## config.mk

```make
export PLATFORM = sky130hd
export DESIGN_NAME = inst_queue
export DESIGN_NICKNAME = d
export VERILOG_FILES = /design/src/rtl/inst_queue_pkg.sv /design/src/rtl/iq_mem.sv /design/src/rtl/inst_queue.sv
export SDC_FILE = /design/constraint.sdc
export NUM_CORES = 1
export LEC_CHECK = 0
export ABC_AREA = 1
export BUFFER_PORTS_ARGS = -buffer_cell sky130_fd_sc_hd__buf_2
export CAP_MARGIN = 20
export CORE_ASPECT_RATIO = 0.6
export CORE_MARGIN = 2
export CORE_UTILIZATION = 50
export DETAILED_ROUTE_END_ITERATION = 12
export GPL_TIMING_DRIVEN = 0
export HOLD_SLACK_MARGIN = 0.12
export PLACE_DENSITY = 0.66
export SLEW_MARGIN = 20
export SYNTH_ARGS = -nofsm -noshare
export SYNTH_HDL_FRONTEND = slang
export SYNTH_SLANG_ARGS = --single-unit
export TNS_END_PERCENT = 10
```

## constraint.sdc

```tcl
create_clock -name clk_in -period 3.9 [get_ports clk_in]
set_clock_uncertainty 0.2 [all_clocks]
set_input_delay 0.195 -clock clk_in [delete_from_list [all_inputs] [get_ports clk_in]]
set_output_delay 0.195 -clock clk_in [all_outputs]
set_load 0.1 [all_outputs]
```

## src/rtl/inst_queue_pkg.sv

```systemverilog
// ---------------------------------------------------------------------------
// inst_queue_pkg
// This package holds the shared definitions for the instruction queue slice:
//   InstSize / REGSize  width of an instruction word and of a register value
//   one / zero          1-bit constants used by the surrounding codebase
//   IQ_DEPTH, IQ_ADDR_W default queue depth and pointer width
//   iq_entry_t          packed {inst, pc} entry of 2*InstSize bits
// ---------------------------------------------------------------------------
package inst_queue_pkg;

    localparam int   InstSize  = 32;
    localparam int   REGSize   = 32;
    localparam logic one       = 1'b1;
    localparam logic zero      = 1'b0;
    localparam int   IQ_DEPTH  = 16;
    localparam int   IQ_ADDR_W = 4;

    typedef struct packed {
        logic [InstSize-1:0] inst;
        logic [InstSize-1:0] pc;
    } iq_entry_t;

endpackage

```

## src/rtl/iq_mem.sv

```systemverilog
// ---------------------------------------------------------------------------
// iq_mem
// This module is the instruction queue storage: a DEPTH x W register array.
// It has one synchronous write port and one asynchronous read port. The
// storage is not reset.
//   clk_in      write clock
//   we          write enable
//   waddr/wdata write address and data
//   raddr       read address
//   rdata       read data, combinational from raddr
// ---------------------------------------------------------------------------
module iq_mem #(
    parameter int DEPTH  = 16,
    parameter int ADDR_W = 4,
    parameter int W      = 64
) (
    input  logic              clk_in,
    input  logic              we,
    input  logic [ADDR_W-1:0] waddr,
    input  logic [W-1:0]      wdata,
    input  logic [ADDR_W-1:0] raddr,
    output logic [W-1:0]      rdata
);

    logic [W-1:0] mem [DEPTH];

    always_ff @(posedge clk_in) begin
        if (we) mem[waddr] <= wdata;
    end

    assign rdata = mem[raddr];

endmodule

```

## src/rtl/inst_queue.sv

```systemverilog
// ---------------------------------------------------------------------------
// inst_queue
// This module is a circular instruction FIFO that sits between fetch (IF) and
// decode/dispatch. The oldest entry is shown ahead at the output under a
// valid/ready handshake.
//   clk_in, rst_n_in          clock, asynchronous active-low reset
//   rdy_in                    global ready; low freezes the queue
//   clear                     synchronous flush (ROB mispredict)
//   Inst_Status_in, Inst_in,
//   pc_in                     push strobe and payload from IF
//   IQ_isfull                 back-pressure to IF (asserted at DEPTH-1)
//   dispatch_ready_in         dispatch accepts the head this cycle
//   inst_valid_out, inst_out,
//   pc_out                    head entry
//   count_out                 occupancy 0..DEPTH
//   ovf_err_out               sticky: push seen while full with no pop
// ---------------------------------------------------------------------------
module inst_queue
    import inst_queue_pkg::*;
#(
    parameter int DEPTH  = IQ_DEPTH,
    parameter int ADDR_W = IQ_ADDR_W,
    parameter int INST_W = InstSize
) (
    input  logic              clk_in,
    input  logic              rst_n_in,
    input  logic              rdy_in,
    input  logic              clear,
    input  logic              Inst_Status_in,
    input  logic [INST_W-1:0] Inst_in,
    input  logic [INST_W-1:0] pc_in,
    output logic              IQ_isfull,
    input  logic              dispatch_ready_in,
    output logic              inst_valid_out,
    output logic [INST_W-1:0] inst_out,
    output logic [INST_W-1:0] pc_out,
    output logic [ADDR_W:0]   count_out,
    output logic              ovf_err_out
);

    typedef struct packed {
        logic [INST_W-1:0] inst;
        logic [INST_W-1:0] pc;
    } entry_t;

    localparam logic [ADDR_W:0]   FULL_CNT   = (ADDR_W+1)'(DEPTH);
    localparam logic [ADDR_W:0]   ALMOST_CNT = (ADDR_W+1)'(DEPTH-1);
    localparam logic [ADDR_W:0]   CNT_ONE    = (ADDR_W+1)'(1);
    localparam logic [ADDR_W-1:0] PTR_ONE    = ADDR_W'(1);

    logic [ADDR_W-1:0] head, tail;
    logic [ADDR_W:0]   count;
    logic              ovf;
    logic              push_req, push, pop, ovf_evt;
    entry_t            wr_entry, rd_entry;

    // Head output: registers only, no bypass from Inst_in.
    assign inst_valid_out = (count != '0) && rdy_in && !clear;
    assign pop            = inst_valid_out && dispatch_ready_in;

    // A push at full is only legal when the head leaves in the same cycle.
    assign push_req = Inst_Status_in && rdy_in && !clear;
    assign push     = push_req && ((count < FULL_CNT) || pop);
    assign ovf_evt  = push_req && (count == FULL_CNT) && !pop;

    // One entry of slack: IF's push strobe is registered, so it may already be
    // pushing in the cycle it first sees full.
    assign IQ_isfull   = (count >= ALMOST_CNT);
    assign count_out   = count;
    assign ovf_err_out = ovf;

    assign wr_entry.inst = Inst_in;
    assign wr_entry.pc   = pc_in;
    assign inst_out      = rd_entry.inst;
    assign pc_out        = rd_entry.pc;

    iq_mem #(
        .DEPTH  (DEPTH),
        .ADDR_W (ADDR_W),
        .W      (2*INST_W)
    ) u_mem (
        .clk_in (clk_in),
        .we     (push),
        .waddr  (tail),
        .wdata  (wr_entry),
        .raddr  (head),
        .rdata  (rd_entry)
    );

    // Full and empty are told apart only by count; pointers wrap on their own.
    always_ff @(posedge clk_in or negedge rst_n_in) begin
        if (!rst_n_in) begin
            head  <= '0;
            tail  <= '0;
            count <= '0;
            ovf   <= 1'b0;
        end else if (clear) begin
            head  <= '0;
            tail  <= '0;
            count <= '0;
        end else if (rdy_in) begin
            if (push) tail <= tail + PTR_ONE;
            if (pop)  head <= head + PTR_ONE;
            case ({push, pop})
                2'b10:   count <= count + CNT_ONE;
                2'b01:   count <= count - CNT_ONE;
                default: count <= count;
            endcase
            if (ovf_evt) ovf <= 1'b1;
        end
    end

endmodule
```

* After elaboration in Yosys (flattened, before gate mapping)
Memories as Yosys holds them, arrays and structs flattened.
Index checks and enable logic that the tools add are counted.
** Word-level totals
- Flip-flop bits (word level) :: 14
- RAM bits :: 1024
- Input port bits :: 70
- Output and inout bits :: 72
- Logic and storage cells :: 46
- Memories kept :: 1
** Cells by class
- Add/sub/neg operators :: 4
- Magnitude comparators :: 2
- Equality and inequality tests :: 3
- Multiplexer cells :: 11
- Bitwise logic cells :: 1
- Reductions and logical operators :: 20
** Memory list
- u_mem.mem :: depth 16, bits a word 64, rd ports 1, clocked after memory_dff 0, wr ports 1, RTL line iq_mem.sv:25 : logic [W-1:0] mem [DEPTH];
** Operators by type and width (count)
- $mux 4 :: 6
- $mux 5 :: 2
- $pmux 5 s2 :: 1
- $add 4x1->4 const B :: 2
- $logic_and 1x1->1 :: 8
- $reduce_and 2->1 :: 3
- $reduce_bool 2->1 :: 3
- $add 5x1->5 const B :: 1
- $eq 5x5->1 const B :: 1
- $ge 5x4->1 const B :: 1
- $lt 5x5->1 const B :: 1
- $reduce_bool 5->1 :: 1
- $sub 5x1->5 const B :: 1
- $reduce_and 3->1 :: 1
- $reduce_bool 3->1 :: 1
- $eq 2x1->1 const B :: 1
- $eq 2x2->1 const B :: 1
- $logic_not 1->1 :: 2
- $mux 1 :: 2
- $logic_or 1x1->1 :: 1
- $not 1->1 :: 1

* Logic depth before layout (Yosys ltp)
Gate-level depths: netlist of run 1.
- Word-level depth :: 10
- Gate-level depth with buffers :: 15
- Gate-level depth less buffers :: 15

* Cells and area by module
From an unflattened synthesis of run 1, not the netlist that was laid out.
** Second synthesis, totals
- Cells, all modules :: 4260
- Area, all modules :: 44960.6 um^2
** By module, submodules not included
- iq_mem :: times used 1, cells each 4146, area each 44004.7 um^2, sequential area each 30749.5 um^2
- inst_queue :: times used 1, cells each 114, area each 955.9 um^2, sequential area each 350.3 um^2

* Worst setup path before layout of run 1
Ideal clock, no wire load.
- Path kind :: register -> register
- From :: reg count[4], in the netlist count_out[4]
- To :: mem u_mem.mem[11][0] (enable)
- Setup time :: 0.486 ns
- Arrival time :: 4.054 ns
- Data required time :: 3.214 ns
- Slack :: -0.840 ns
- Cell stages (with the launch flop) :: 6
- Path buffers :: 0
- Period minus slack after synthesis :: 4.740 ns
- Path through :: dfrtp_1 -> inv_1 -> a31oi_2 -> nor2_4 -> nand2_1 -> nor2_1
** On the way
- Longest elaborated chain between the ends :: 8
- Elaborated cells between the ends (all ways) :: 9
- Classes of those cells :: order compare: 1; mux: 2; reduce/logical: 6
** RTL lines
- start, declared :: RTL line inst_queue.sv:52 : logic [ADDR_W:0] count;
- start signal, assigned :: RTL line inst_queue.sv:105 : 2'b10: count <= count + CNT_ONE;
- start signal, assigned :: RTL line inst_queue.sv:106 : 2'b01: count <= count - CNT_ONE;
- start signal, assigned :: RTL line inst_queue.sv:107 : default: count <= count;
- branches (longest 4 deep; another with $lt 5x5->1)
- $logic_or 1x1->1 (*) :: RTL line inst_queue.sv:63 : assign push = push_req && ((count < FULL_CNT) || pop);
- $logic_and 1x1->1 (*) :: RTL line inst_queue.sv:63
- $mux 1 (*) :: RTL line iq_mem.sv:28 : if (we) mem[waddr] <= wdata;
- $mux 1 (not written as such) (*) :: RTL line iq_mem.sv:28
- end, declared :: RTL line iq_mem.sv:25
Every way passes the cells marked *.

* Worst setup path in the final report of run 1
- From :: reg head[1]
- To :: out inst_out[17]
** On the way
- Longest elaborated chain between the ends :: 1
** RTL lines
- start, declared :: RTL line inst_queue.sv:51 : logic [ADDR_W-1:0] head, tail;
- start signal, assigned :: RTL line inst_queue.sv:103 : if (pop) head <= head + PTR_ONE;
- $mem_v2 16x64
- end, declared :: RTL line inst_queue.sv:35 : output logic [INST_W-1:0] inst_out,
No other way between the ends.

==> impl_metrics.ini, run 1 <==
[job]
cap_violations = 0

[cts]
insertion_delay_ns = 0.66
numCtsBuffers = 91
cts_root_buffer = clkbuf_16
cts_sinks = 1038
cts_tree = built
htree_levels = 3
clk_pin_slew_ns = 0.07
cts.path.max_buffers = 3

[critical_path]
max_stage_delay_ns = 0.59
crit_arrival_ns = 3.54
cp.required_ns = 3.50
critPathMaxFanout = 10
cp_common_cell = buf_2
cp-end-kind = output port
crit_chain = buf_2 -> buf_2 -> clkbuf_1 -> o21ai_0 -> o21ai_1 -> o211ai_1 -> nand2_1 -> buf_2
cp_slowest_cell = clkbuf_1
path_delay_family = buffers and inverters
worstSetupStartpointType = flip-flop
worst-path-buf-inv = 4
criticalPathCategory = reg2out

[finish]
final_cells = 4618
diodes = 0
final_nets = 3549
area_delta_synth_final_pct = 17.3
final_core_util_pct = 59.2
drive_above_1_share_pct = 12.9
nFillCells = 6113
seqCellArea_um2 = 31100
multi_input_area_um2 = 8980

[place]
dp_hpwl_um = 86000
dp_cells = 4381
io_buffers = 141
place.gp.congestion = 0.845

[synthesis]
yosys_warnings = 0
synth_area_leaders = edfxtp_1 (75%), nor2_1 (7.3%), o21ai_0 (4.6%), o211ai_1 (4.5%), o21ai_1 (2.7%)
ys_ff_latch = 1038
postSynthAreaPerCell_um2 = 13.3
yosysSeqAreaShare_pct = 75.7
yosysTopAreaCell = edfxtp_1
synth_most_common_cell = edfxtp_1
synth_top_area_share_pct = 74.8
synthFlopType = edfxtp_1
async_reset_ff_share_pct = 1.35
synth_common_cells = edfxtp_1 (1024), nor2_1 (794), o21ai_0 (380)
netlist_area_um2 = 41100
synth_cell_types = 29
netlist_instances = 3100
synth-edff-count = 1024
syn-num-nets = 3179

[timing]
worstMarginPinSlew_ns = 1.16
setup_tns_ns = -0.118
slew_viol_final = 0
hold_viol_final = 0
hold_ws_ns = 0.242
rsz0062_at_grt = true
fin_crit_sh_pct = 101
fmax_mhz = 254
finalWorstSetupSlack_ns = -0.0320
finalSetupViolations = 6
relSlewSlack_pct = 23.0
fin_crit_ns = 3.93

[power_and_ir_drop]
p_int_mw = 19.1
p_seq_share_pct = 40.2
combPwrFrac_pct = 32.1
clkPwrFrac_pct = 27.7
power_density_nw_per_um2 = 642
p_sw_share_pct = 38.4
p_sw_mw = 11.9
leakagePower_nw = 15.6
ir_drop_mv = 0.714
finalPower_mw = 31.0

[detailed_routing]
vias = 28300
drt-initial-drc-count = 4727
drt_wl_total_um = 128000
via_per_inst = 6.14
drt_pass1_iterations = 6
route.detailed.drc = 0
wl_per_cell_um = 27.7
ant_nets = 0

[floorplan]
initial_core_util_pct = 50.5
die_h_um = 226
core_area_um2 = 81400
dieArea_um2 = 84600
rows = 81
io_pins = 142
die_w_um = 374

[outcome]
violations = setup timing
run_status = complete, but fails checks

[global_route]
grt_pass1_vias = 27100
grt_pass1_wl_um = 182000
antenna_found_initial = 4
grt_util_met3_pct = 8.03
grt_util_met2_pct = 44.7
grt-busiest-layer = met2
use_met1_pct = 43.4
grt_max_degree = 22
overflow = 0
grt_use_total_pct = 30.0

[hold_path]
hold_path_class = in2reg
==> cell type report <==
cell class	instances	share of cell area, %
Sequential cell	1038	64.5
Multi-Input combinational cell	1833	18.6
Timing Repair Buffer	277	5.96
Buffer	211	2.28
Inverter	18	0.156
Clock inverter	51	0.706
Clock buffer	111	4.97
Tap cell	1079	2.80
==> what timing repair did <==
action	4_1_cts	5_1_grt
hold buffers	75	0
endpoints found under the hold margin	1052	0
setup endpoints to repair	59	54
setup buffers	0	0
resized for setup	13	32
==> sequential cells by signal, summed over array words and instances (netlist names) <==
name and count:
tail 4, ovf_err_out 1, count_out 5, u_mem.mem 1024, head 4
==> cells by family after synthesis <==
group / count (synthesis) / synth area share (%)
buffers and inverters: 229 / 2.76
xor gates and xnor gates: 4 / 0.0853
adders and majority gates: 9 / 0.292
AOI/OAI and AO/OA: 869 / 12.3
DFF: 1038 / 75.7
and+or+nand+nor: 951 / 8.90
==> per-layer routing <==
metal	share of wire, %	vias up	routed length [um]
met4	2.9	4	3670
met5	0.021	-	27
met1	40	13900	51200
met2	43	2030	55300
met3	14	234	17500
li1	-	12200	-
==> power groups by stage <==
| stage | Clock [mW] | Combinational, mW | Sequential [mW] |
|---|---|---|---|
| floorplan | 0 | 6.43 | 12.8 |
| detailed placement | 0 | 9.66 | 12.7 |
| global route | 9.03 | 10.5 | 12.4 |
| CTS | 8.62 | 9.78 | 12.4 |
| global placement | 0 | 9.40 | 12.7 |
| finish | 8.59 | 9.95 | 12.4 |
==> layout by cell type (no fill, tap or decap), types with 4 or more instances in the layout <==
| cell type | count |
|---|---|
| buf_12 | 33 |
| edfxtp_1 | 1024 |
| bufinv_16 | 4 |
| dfrtp_1 | 14 |
| nor2_4 | 17 |
| nand3_1 | 59 |
| ha_1 | 8 |
| clkbuf_16 | 93 |
| nand2_1 | 95 |
| buf_8 | 4 |
| buf_6 | 18 |
| buf_1 | 28 |
| inv_1 | 15 |
| o211ai_2 | 9 |
| buf_2 | 189 |
| clkbuf_1 | 95 |
| clkinv_2 | 14 |
| dlygate4sd3_1 | 75 |
| buf_16 | 27 |
| o21ai_0 | 380 |
| clkbuf_2 | 25 |
| nor2_1 | 778 |
| o21ai_1 | 224 |
| clkinv_1 | 27 |
| a21oi_1 | 6 |
| o211ai_1 | 247 |
| buf_4 | 11 |
==> path summary, 6_finish.rpt <==
check	startpoint	cells past startpoint	slack [ns]	endpoint
worst min-delay path	Inst_in[23]	2	0.24	u_mem.mem[13][55]$_DFFE_PP_
worst max-delay path	head[1]$_DFFE_PN0P_	8	-0.03	inst_out[17]
worst max register to register	head[3]$_DFFE_PN0P_	5	1.06	head[3]$_DFFE_PN0P_
min in group asynchronous	rst_n_in	3	0.43	ovf_err_out$_DFFE_PN0P_
max in group asynchronous	rst_n_in	3	2.62	tail[2]$_DFFE_PN0P_
worst min register to register	count_out[4]$_DFFE_PN0P_	2	0.39	count_out[4]$_DFFE_PN0P_
==> worst register-to-register path: stages, from the launching register on <==
cell and delay [ns]:
dfrtp_1 0.45, clkbuf_1 0.76, clkbuf_2 0.60, nand2_1 0.12, o31ai_1 0.08, dlygate4sd3_1 0.58
==> through the flow <==
stage	setup WS [ns]	instance area [um2]
after floorplan	-0.840	41100
after global placement	-4.23	43100
after detailed placement	0.249	44700
after CTS	0.000287	48200
after global routing	-0.108	48200
final	-0.0320	48200
Power figures use the tool's default switching activity.
==> inputs of run 2 (changes only) <==
==> constraint.sdc (replaced) <==
create_clock -name clk_in -period 3.43 [get_ports clk_in]
set_clock_uncertainty 0.2 [all_clocks]
set_input_delay 0.1715 -clock clk_in [delete_from_list [all_inputs] [get_ports clk_in]]
set_output_delay 0.1715 -clock clk_in [all_outputs]
set_load 0.1 [all_outputs]
==> impl_metrics.ini, run 2 (same netlist as run 1, synthesis figures left out) <==
[outcome]
run_status = complete, but fails checks
violations = setup timing

[critical_path]
critPathMaxFanout = 10
cp-end-kind = output port
cp.required_ns = 3.06
reg2reg_slack_ns = 0.47
criticalPathCategory = reg2out
worstSetupStartpointType = flip-flop
crit_arrival_ns = 3.07

[cts]
cts_root_buffer = clkbuf_16
cts_tree = built
insertion_delay_ns = 0.67
clk_pin_slew_ns = 0.07
numCtsBuffers = 94
htree_levels = 3
cts.path.max_buffers = 3
cts_sinks = 1038

[detailed_routing]
drt_wl_total_um = 129000
drt_pass1_iterations = 6
vias = 28500
drt-initial-drc-count = 4989
wl_per_cell_um = 27.9
via_per_inst = 6.14
ant_nets = 0
route.detailed.drc = 0

[floorplan]
die_w_um = 374
io_pins = 142
rows = 81
initial_core_util_pct = 50.5
dieArea_um2 = 84600
die_h_um = 226
core_area_um2 = 81400

[finish]
layout_common_cells = edfxtp_1 (1024), nor2_1 (778), o21ai_0 (379)
fin_area_um2 = 48900
area_delta_synth_final_pct = 19.1
drive_above_1_share_pct = 15.5
final_common_cell = edfxtp_1
final_nets = 3557
largest_reg_flops = 1024
regMostFlops = u_mem.mem
final_cells = 4636
nFillCells = 6135

[timing]
hold_ws_ns = 0.214
relSlewSlack_pct = 24.7
fin_crit_sh_pct = 100
worstMarginPinSlew_ns = 1.13
fin_crit_ns = 3.44
finalWorstSetupSlack_ns = -0.0115
setup_tns_ns = -0.0115
slew_viol_final = 0
fmax_mhz = 291
finalSetupViolations = 1
hold_viol_final = 0
rsz0062_at_grt = true

[global_route]
antenna_found_initial = 4
grt_use_total_pct = 30.5
overflow = 0
grt_pass1_vias = 27500
grt_pass1_wl_um = 185000
grt_max_degree = 22

[place]
placement.cell_area_um2 = 44700
pre_cts_ws_ns = 0.0609
place.gp.congestion = 0.840
dp_hpwl_um = 87100
io_buffers = 141
dp_cells = 4383

[power_and_ir_drop]
ir_drop_mv = 0.606
leakagePower_nw = 16.1
power_density_nw_per_um2 = 739

[job]
cap_violations = 0

[hold_path]
hold_path_class = in2reg
[run 2: cell count changes in the layout (fill, tap and decap cells not counted), sizes merged]
| cell | change |
|---|---|
| buf | -4 |
| clkbuf | +13 |
| clkdlybuf4s15 | +1 |
| clkinv | +3 |
| clkinvlp | -1 |
| diode | +4 |
| dlygate4sd3 | +1 |
| inv | +1 |
[run 2: report_power, final]
part	switching [mW]	internal, mW	leakage (nW)
Sequential	0.0718	14.1	9.40
Clock	4.65	5.39	1.40
Combinational	9.05	2.95	5.30
Total	13.8	22.4	16.1
[run 2: path summary, 6_finish.rpt]
path	startpoint	end	depth (start not counted)
max	head[0]$_DFFE_PN0P_	inst_out[8]	10
min	Inst_in[24]	u_mem.mem[10][56]$_DFFE_PP_	2
max reg2reg	count_out[4]$_DFFE_PN0P_	u_mem.mem[8][42]$_DFFE_PP_	8
min reg2reg	tail[0]$_DFFE_PN0P_	tail[0]$_DFFE_PN0P_	1
max in group asynchronous	rst_n_in	head[0]$_DFFE_PN0P_	3
min in group asynchronous	rst_n_in	count_out[3]$_DFFE_PN0P_	3
[run 2: metrics by stage]
step                      total power, mW  utilization, %
final                                36.2            60.1
after global routing                 37.4            60.1
after CTS                            35.8            59.8
after detailed placement             25.4            55.0
after global placement               25.1            53.1
after floorplan                      21.9               -
[run 2: worst max-delay path, cell delays in order (launching register included)]
cell      delay (ns)
dfrtp_2         0.45
buf_12          0.17
buf_16          0.16
inv_8           0.10
buf_6           0.25
buf_6           0.21
nor2_1          0.06
o211ai_1        0.19
o211ai_1        0.26
nand2_2         0.30
buf_12          0.21
[run 2: routing by layer]
metal	wire, um	track usage (%)
met1	51800	43.9
met2	56700	45.7
met3	16900	7.90
met4	3770	9.60
met5	21	0
[run 2: final cells by class]
cell class                      instances  area (um2)  share of cell area, %
Sequential cell                      1038       31100                   63.6
Clock buffer                          117        2460                   5.03
Multi-Input combinational cell       1833        8990                   18.4
Clock inverter                         54         372                  0.759
Inverter                               18        75.1                  0.153
Timing Repair Buffer                  282        3250                   6.65
Antenna cell                            4        10.0                 0.0205
Tap cell                             1079        1350                   2.76
Buffer                                211        1330                   2.71
[run 2: timing repair]
item                                     CTS  global route
endpoints found under the setup margin    64            63
pin swaps                                  2             3
resized for setup                        195            71
buffers inserted                           0             2
hold endpoints to repair                1052             0
hold buffers                              76             0
